==> src/rtl/inst_fetch_pkg.sv <==
`default_nettype none
// ============================================================================
//  Module      : inst_fetch_pkg
//  Description : Core-wide constants and types shared by the fetch stage.
//                RESET_PC  - PC loaded by reset
//                NOP_INST  - instruction presented to decode while nothing
//                            has been fetched yet (addi x0,x0,0)
//                fetch_state_e - fetch sequencer states
//  Revision    : 1.0 - initial release
// ============================================================================
package inst_fetch_pkg;

    localparam logic [63:0] RESET_PC = 64'h0000_0000_8000_0000;
    localparam logic [31:0] NOP_INST = 32'h0000_0013;

    typedef enum logic [1:0] {
        REQ  = 2'd0,   // request outstanding on the imem request channel
        WAIT = 2'd1,   // request accepted, waiting for the response
        HOLD = 2'd2    // instruction presented to decode
    } fetch_state_e;

endpackage : inst_fetch_pkg
`default_nettype wire

==> src/rtl/inst_fetch_if.sv <==
`default_nettype none
// ============================================================================
//  Module      : inst_fetch_if
//  Description : Signal bundle between the fetch stage and its neighbours.
//                Redirect      : redirect_valid / redirect_pc     (from execute)
//                Imem request  : imem_req_valid / imem_req_ready / imem_req_addr
//                Imem response : imem_resp_valid / imem_resp_data
//                Decode        : inst_valid / inst_ready / inst / inst_pc
//                master modport - the fetch stage
//                slave modport  - execute, instruction memory and decode
//  Revision    : 1.0 - initial release
// ============================================================================
interface inst_fetch_if;

    logic        redirect_valid;
    logic [63:0] redirect_pc;

    logic        imem_req_valid;
    logic        imem_req_ready;
    logic [63:0] imem_req_addr;
    logic        imem_resp_valid;
    logic [31:0] imem_resp_data;

    logic        inst_valid;
    logic        inst_ready;
    logic [31:0] inst;
    logic [63:0] inst_pc;

    modport master (
        input  redirect_valid, redirect_pc,
        output imem_req_valid, imem_req_addr,
        input  imem_req_ready,
        input  imem_resp_valid, imem_resp_data,
        output inst_valid, inst, inst_pc,
        input  inst_ready
    );

    modport slave (
        output redirect_valid, redirect_pc,
        input  imem_req_valid, imem_req_addr,
        output imem_req_ready,
        output imem_resp_valid, imem_resp_data,
        input  inst_valid, inst, inst_pc,
        output inst_ready
    );

endinterface : inst_fetch_if
`default_nettype wire

==> src/rtl/inst_fetch.sv <==
`default_nettype none
// ============================================================================
//  Module      : inst_fetch
//  Description : Instruction fetch stage. Owns the PC, issues one 32-bit
//                instruction read at a time and hands the fetched word with
//                its PC to decode. Redirects from execute discard any stale
//                in-flight or held instruction.
//  Ports       : clk  - core clock, rising edge
//                rst  - asynchronous active-high reset
//                bus  - inst_fetch_if.master (redirect, imem, decode)
//  Revision    : 1.0 - initial release
// ============================================================================
module inst_fetch
    import inst_fetch_pkg::*;
(
    input  wire              clk,
    input  wire              rst,
    inst_fetch_if.master     bus
);

    fetch_state_e state_q, state_d;
    logic [63:0]  pc_q, pc_d;
    logic [31:0]  inst_q, inst_d;
    logic [63:0]  inst_pc_q, inst_pc_d;
    logic         kill_q, kill_d;

    // Redirect targets are always word aligned; the low bits are dropped
    // without raising any fault.
    logic [63:0]  redir_pc;
    assign redir_pc = bus.redirect_pc & ~64'h3;

    // ------------------------------------------------------------------
    // State register
    // ------------------------------------------------------------------
    always_ff @(posedge clk or posedge rst) begin
        if (rst) begin
            state_q   <= REQ;
            pc_q      <= RESET_PC;
            inst_q    <= NOP_INST;
            inst_pc_q <= RESET_PC;
            kill_q    <= 1'b0;
        end else begin
            state_q   <= state_d;
            pc_q      <= pc_d;
            inst_q    <= inst_d;
            inst_pc_q <= inst_pc_d;
            kill_q    <= kill_d;
        end
    end

    // ------------------------------------------------------------------
    // Next-state logic
    // ------------------------------------------------------------------
    always_comb begin
        state_d   = state_q;
        pc_d      = pc_q;
        inst_d    = inst_q;
        inst_pc_d = inst_pc_q;
        kill_d    = kill_q;

        case (state_q)
            REQ: begin
                // A redirect while the request is unaccepted simply moves
                // the address. If it coincides with acceptance, the request
                // already carries the old address, so its response is stale.
                if (bus.imem_req_ready) begin
                    state_d = WAIT;
                    kill_d  = bus.redirect_valid;
                end
                if (bus.redirect_valid) begin
                    pc_d = redir_pc;
                end
            end

            WAIT: begin
                if (bus.imem_resp_valid) begin
                    if (kill_q || bus.redirect_valid) begin
                        kill_d  = 1'b0;
                        state_d = REQ;
                        if (bus.redirect_valid) begin
                            pc_d = redir_pc;
                        end
                    end else begin
                        // pc still equals the requested address here
                        inst_d    = bus.imem_resp_data;
                        inst_pc_d = pc_q;
                        state_d   = HOLD;
                    end
                end else if (bus.redirect_valid) begin
                    pc_d   = redir_pc;
                    kill_d = 1'b1;
                end
            end

            HOLD: begin
                // Redirect wins over consumption: the held instruction is
                // on the wrong path and must not advance the PC.
                if (bus.redirect_valid) begin
                    pc_d    = redir_pc;
                    state_d = REQ;
                end else if (bus.inst_ready) begin
                    pc_d    = pc_q + 64'd4;
                    state_d = REQ;
                end
            end

            default: begin
                state_d = REQ;
            end
        endcase
    end

    // ------------------------------------------------------------------
    // Outputs (Moore)
    // ------------------------------------------------------------------
    always_comb begin
        bus.imem_req_valid = (state_q == REQ);
        bus.imem_req_addr  = pc_q;
        bus.inst_valid     = (state_q == HOLD);
        bus.inst           = inst_q;
        bus.inst_pc        = inst_pc_q;
    end

endmodule : inst_fetch
`default_nettype wire

==> src/flat_wrapper.sv <==
// flat-port wrapper written by rule: the top's interface ports become plain ports
module inst_fetch_flat import inst_fetch_pkg::*;
  (clk, rst, bus_redirect_valid, bus_redirect_pc, bus_imem_req_valid, bus_imem_req_addr, bus_imem_req_ready, bus_imem_resp_valid, bus_imem_resp_data, bus_inst_valid, bus_inst, bus_inst_pc, bus_inst_ready);
  inst_fetch_if bus_i ();
  input  wire clk;
  input  wire rst;
  input wire logic [$bits(bus_i.redirect_valid)-1:0] bus_redirect_valid;
  input wire logic [$bits(bus_i.redirect_pc)-1:0] bus_redirect_pc;
  output wire logic [$bits(bus_i.imem_req_valid)-1:0] bus_imem_req_valid;
  output wire logic [$bits(bus_i.imem_req_addr)-1:0] bus_imem_req_addr;
  input wire logic [$bits(bus_i.imem_req_ready)-1:0] bus_imem_req_ready;
  input wire logic [$bits(bus_i.imem_resp_valid)-1:0] bus_imem_resp_valid;
  input wire logic [$bits(bus_i.imem_resp_data)-1:0] bus_imem_resp_data;
  output wire logic [$bits(bus_i.inst_valid)-1:0] bus_inst_valid;
  output wire logic [$bits(bus_i.inst)-1:0] bus_inst;
  output wire logic [$bits(bus_i.inst_pc)-1:0] bus_inst_pc;
  input wire logic [$bits(bus_i.inst_ready)-1:0] bus_inst_ready;
  assign bus_i.redirect_valid = bus_redirect_valid;
  assign bus_i.redirect_pc = bus_redirect_pc;
  assign bus_imem_req_valid = bus_i.imem_req_valid;
  assign bus_imem_req_addr = bus_i.imem_req_addr;
  assign bus_i.imem_req_ready = bus_imem_req_ready;
  assign bus_i.imem_resp_valid = bus_imem_resp_valid;
  assign bus_i.imem_resp_data = bus_imem_resp_data;
  assign bus_inst_valid = bus_i.inst_valid;
  assign bus_inst = bus_i.inst;
  assign bus_inst_pc = bus_i.inst_pc;
  assign bus_i.inst_ready = bus_inst_ready;
  inst_fetch u_core (.clk(clk), .rst(rst), .bus(bus_i));
endmodule
==> config.mk <==
export PLATFORM = sky130hd
export DESIGN_NAME = inst_fetch_flat
export DESIGN_NICKNAME = d
export VERILOG_FILES = /design/src/rtl/inst_fetch_pkg.sv /design/src/rtl/inst_fetch_if.sv /design/src/rtl/inst_fetch.sv /design/src/flat_wrapper.sv
export SDC_FILE = /design/constraint.sdc
export NUM_CORES = 1
export LEC_CHECK = 0
export ABC_CLOCK_PERIOD_IN_PS = 6000
export BUFFER_PORTS_ARGS = -buffer_cell sky130_fd_sc_hd__buf_2
export CAP_MARGIN = 20
export CORE_MARGIN = 3
export CORE_UTILIZATION = 45
export CTS_CLUSTER_DIAMETER = 100
export CTS_CLUSTER_SIZE = 8
export DETAILED_ROUTE_END_ITERATION = 6
export PLACE_DENSITY_LB_ADDON = 0.15
export SETUP_SLACK_MARGIN = 0.4
export SYNTH_ARGS = -nofsm -noshare
export SYNTH_HDL_FRONTEND = slang
export SYNTH_SLANG_ARGS = --single-unit
export TNS_END_PERCENT = 10
==> constraint.sdc <==
create_clock -name clk -period 6 [get_ports clk]
set_input_delay 1.2 -clock clk [delete_from_list [all_inputs] [get_ports clk]]
set_output_delay 1.2 -clock clk [all_outputs]
set_load 0.02 [all_outputs]
==> flow_results.xml <==
<?xml version="1.0" encoding="UTF-8"?>
<metrics>
  <group name="run_status">
    <metric name="status" unit="">finished clean</metric>
  </group>
  <group name="place">
    <metric name="dp_hpwl" unit="mm">18.1</metric>
    <metric name="routability_congestion_estimate_from_global_placement" unit="">0.883</metric>
    <metric name="portBuffers" unit="">257</metric>
  </group>
  <group name="timing">
    <metric name="max_freq" unit="GHz">0.328</metric>
    <metric name="max-slew-margin-rel" unit="%">41.2</metric>
    <metric name="fin_crit_sh" unit="%">50.8</metric>
    <metric name="max_slew_violation_count" unit="">0</metric>
    <metric name="worst_clock_skew" unit="ns">0.00829</metric>
    <metric name="setup-tns-final" unit="ns">0</metric>
    <metric name="report.final.hold_viol_count" unit="">0</metric>
    <metric name="post-route-min-period" unit="ns">3.05</metric>
    <metric name="unrepaired_setup_endpoints_after_global_routing" unit="">false</metric>
    <metric name="timing_worst_slew_pin_value" unit="ns">0.873</metric>
    <metric name="timing.final.setup_violations" unit="">0</metric>
  </group>
  <group name="cts">
    <metric name="master_cell_of_the_clock_root_buffer" unit="">sky130_fd_sc_hd__clkbuf_16</metric>
    <metric name="cts_setup_buffers" unit="">0</metric>
    <metric name="tritoncts" unit="">yes</metric>
    <metric name="clockBufferDepth" unit="">2</metric>
    <metric name="clock_latency" unit="ns">0.43</metric>
    <metric name="clk_transition_reported_paths" unit="ns">0.07</metric>
    <metric name="post_cts.resized_instances" unit="">0</metric>
    <metric name="clock_tree.htree_level_count" unit="">4</metric>
    <metric name="num_cts_buffers" unit="">17</metric>
    <metric name="ctsHoldBuffers" unit="">0</metric>
    <metric name="numClockSinks" unit="">159</metric>
  </group>
  <group name="power">
    <metric name="report.power.total" unit="mW">4.35</metric>
    <metric name="power.density_cell_area" unit="nW/um^2">428</metric>
    <metric name="static-leakage-power" unit="nW">4.55</metric>
    <metric name="vdd_ir_drop_max" unit="V">0.000256</metric>
  </group>
  <group name="setup_path">
    <metric name="crit_path_max_incr_delay" unit="ns">0.54</metric>
    <metric name="worst-setup-path-type" unit="">input port to flip-flop</metric>
    <metric name="critical_path.startpoint_type" unit="">input port</metric>
    <metric name="arrival" unit="ns">3.36</metric>
    <metric name="ff2ff_setup_slack" unit="ns">3.19</metric>
    <metric name="crit-reg2reg-capture" unit="">u_core.bus.imem_req_addr[55]</metric>
    <metric name="critical_path.endpoint_type" unit="">flip-flop</metric>
    <metric name="path_cells" unit="">buf_2 -&gt; or3b_2 -&gt; buf_4 -&gt; nand3_1 -&gt; nand2_1 -&gt; a31oi_1 -&gt; a211o_1</metric>
    <metric name="path_buf_inv" unit="">2</metric>
    <metric name="cp.required" unit="ns">6.32</metric>
    <metric name="rr_worst_depth" unit="">5</metric>
    <metric name="critPathMaxFanout" unit="">32</metric>
    <metric name="crit_slowest_cell" unit="">sky130_fd_sc_hd__or3b_2</metric>
    <metric name="regToRegStartpoint" unit="">u_core.bus.imem_req_addr[12]</metric>
    <metric name="path_delay_family" unit="">simple AND/OR/NAND/NOR gates</metric>
  </group>
  <group name="synthesis">
    <metric name="synth_top_cells_by_area" unit="">sky130_fd_sc_hd__dfrtp_1 (47%), sky130_fd_sc_hd__mux2_2 (12%), sky130_fd_sc_hd__nand3_1 (3.2%)</metric>
    <metric name="postSynth.topFlopCell" unit="">sky130_fd_sc_hd__dfrtp_1</metric>
    <metric name="count_of_cell_types_in_the_netlist" unit="">65</metric>
    <metric name="avgSynthCellArea" unit="sq um">10.2</metric>
    <metric name="synth_edf_count" unit="">0</metric>
    <metric name="synth-warning-count" unit="">0</metric>
    <metric name="yosys.area.top_type" unit="">sky130_fd_sc_hd__dfrtp_1</metric>
    <metric name="yosysTopAreaCellShare" unit="%">46.7</metric>
    <metric name="synth.ff_latch_count" unit="">159</metric>
    <metric name="netlist_instances" unit="">809</metric>
    <metric name="synth_area" unit="sq um">8240</metric>
    <metric name="ys_seq_area_share" unit="%">48.3</metric>
    <metric name="synth_async_sr_flop_share" unit="%">100</metric>
  </group>
  <group name="floorplanning">
    <metric name="fp-row-count" unit="">48</metric>
    <metric name="floorplan.die.height" unit="um">141</metric>
    <metric name="overall_die_width" unit="um">141</metric>
    <metric name="initial_core_util" unit="%">46.9</metric>
    <metric name="boundary_pin_count" unit="">264</metric>
    <metric name="core_box_area" unit="sq um">17600</metric>
    <metric name="dieArea" unit="sq um">20000</metric>
  </group>
  <group name="cells_and_area">
    <metric name="flow.area_growth_from_synthesis" unit="%">23.2</metric>
    <metric name="layout-drive-gt1-share" unit="%">39.4</metric>
    <metric name="layout_common_cells" unit="">sky130_fd_sc_hd__buf_2 (257), sky130_fd_sc_hd__dfrtp_1 (154), sky130_fd_sc_hd__mux2_2 (90), sky130_fd_sc_hd__nand2_1 (65), sky130_fd_sc_hd__nand3_1 (53)</metric>
    <metric name="fin_nets" unit="">1137</metric>
    <metric name="seqCellArea" unit="sq um">3990</metric>
    <metric name="multi_input_area" unit="sq um">3930</metric>
    <metric name="fillCellCount" unit="">1608</metric>
    <metric name="layout_commonest_cell" unit="">sky130_fd_sc_hd__buf_2</metric>
  </group>
  <group name="global_routing">
    <metric name="grt_residual_overflow" unit="">0</metric>
    <metric name="grt_pass1_vias" unit="">7236</metric>
    <metric name="number_of_antenna_violations_at_the_first_check_in_global_routing" unit="">3</metric>
    <metric name="grt_start_max_net_pins" unit="">64</metric>
    <metric name="first_pass_grt_wire_length" unit="mm">40.3</metric>
    <metric name="globalRouteTotalUtil" unit="%">25.3</metric>
  </group>
  <group name="route">
    <metric name="detail-route-antenna-nets" unit="">0</metric>
    <metric name="finalWirelength" unit="mm">25.6</metric>
    <metric name="drc" unit="">0</metric>
    <metric name="viasPerCell" unit="">5.92</metric>
    <metric name="dr.pass1.iters" unit="">5</metric>
    <metric name="total_via_count_in_the_routed_design" unit="">7542</metric>
    <metric name="wire_per_inst" unit="um">20.1</metric>
    <metric name="drt_iter0_markers" unit="">632</metric>
  </group>
  <group name="hold_path">
    <metric name="hold_path.startpoint" unit="">u_core.bus.inst_pc[46]</metric>
    <metric name="worstHoldPathType" unit="">flip-flop to flip-flop</metric>
    <metric name="min_to" unit="">u_core.bus.inst_pc[46]</metric>
    <metric name="worstHoldPathCells" unit="">2</metric>
  </group>
  <group name="job">
    <metric name="cap_viol_max_count" unit="">0</metric>
  </group>
</metrics>
-- worst max-delay path by stage --
stage | slack (ns) | from | end | depth (start not counted)
6_report | 2.95 | bus_redirect_valid | u_core.bus.imem_req_addr[54] | 7
5_1_grt | 2.86 | bus_redirect_valid | u_core.bus.imem_req_addr[54] | 7
4_1_cts | 3.02 | bus_redirect_valid | u_core.bus.imem_req_addr[54] | 7
3_5_place_dp | 2.57 | bus_redirect_valid | u_core.bus.imem_req_addr[54] | 7
3_3_place_gp | 2.61 | bus_redirect_valid | u_core.bus.imem_req_addr[54] | 7
2_1_floorplan | 0.52 | rst | u_core.bus.imem_req_addr[10] | 1
-- cell usage after synthesis, types with 4 or more instances --
library cell                instances
sky130_fd_sc_hd__and2_1             9
sky130_fd_sc_hd__nor4_1            20
sky130_fd_sc_hd__and4_1            11
sky130_fd_sc_hd__mux2_2            90
sky130_fd_sc_hd__nand4_1           37
sky130_fd_sc_hd__o21a_1             4
sky130_fd_sc_hd__or3_1              9
sky130_fd_sc_hd__inv_1              6
sky130_fd_sc_hd__buf_4              5
sky130_fd_sc_hd__and3_1            26
sky130_fd_sc_hd__a21oi_1           44
sky130_fd_sc_hd__o22a_1             9
sky130_fd_sc_hd__a31oi_1            8
sky130_fd_sc_hd__o211ai_1           4
sky130_fd_sc_hd__o21ai_0           26
sky130_fd_sc_hd__a2bb2oi_1         11
sky130_fd_sc_hd__nand3_1           53
sky130_fd_sc_hd__dfrtp_1          154
sky130_fd_sc_hd__nor2_1            39
sky130_fd_sc_hd__o22ai_1           12
sky130_fd_sc_hd__nor3_1            28
sky130_fd_sc_hd__dfstp_2            5
sky130_fd_sc_hd__o32ai_1            4
sky130_fd_sc_hd__mux2i_1            9
sky130_fd_sc_hd__or4_1              8
sky130_fd_sc_hd__clkbuf_1          52
sky130_fd_sc_hd__nand2_1           66
-- worst reg2reg max path, stage by stage, from the launching register on --
cell                      delay [ns]
sky130_fd_sc_hd__dfrtp_1        0.51
sky130_fd_sc_hd__nand3_1        0.36
sky130_fd_sc_hd__nor2_1         0.69
sky130_fd_sc_hd__nand4_1        0.59
sky130_fd_sc_hd__or3_1          0.52
sky130_fd_sc_hd__nand3_1        0.08
-- logic make-up after synthesis --
logic type               synth area share [%]
AND/OR/NAND/NOR                          21.7
flip-flops                               48.3
other                                  0.0455
AO/OA/AOI/OAI                            12.1
buffers and inverters                    4.25
multiplexers                             13.4
adder cells (fa/ha/maj)                 0.152
-- through the flow --
step	hold slack [ns]	util [%]	cells	setup slack, ns	area, sq um
2_1_floorplan	0.536	-	812	0.517	8260
3_3_place_gp	0.464	54.5	1240	2.61	9590
3_5_place_dp	0.475	54.5	1240	2.57	9590
4_1_cts	0.489	57.7	1272	3.02	10200
5_1_grt	0.499	57.7	1274	2.86	10200
6_report	0.485	57.7	1274	2.95	10200
-- metal layers --
metal	wire length, um	track usage, %
met5	13	0
met4	377	7.09
met3	1880	5.19
met2	12300	40.5
met1	11000	35.2
-- registers in the layout, indices dropped and copies added, names as in the netlist --
| signal | count |
|---|---|
| u_core.bus.inst_pc | 62 |
| u_core.bus.inst | 32 |
| u_core.kill_q | 1 |
| u_core.bus.imem_req_addr | 62 |
| u_core.state_q | 2 |
-- power by group --
part	switching [mW]	internal [mW]	total [mW]
sequential	0.287	1.47	1.75
clock	0.501	0.556	1.06
combinational	0.925	0.614	1.54
total	1.71	2.64	4.35
-- final cells by class --
type                    count  area share (%)
inverters                   6           0.271
multi-input cells         583            38.7
clock buffers              18            4.32
repair buffers            267            13.4
clock inverters            14            1.21
flip-flops and latches    159            39.2
diodes                      2          0.0493
well taps                 225            2.77
No activity file was read; power rests on OpenSTA's default activity.
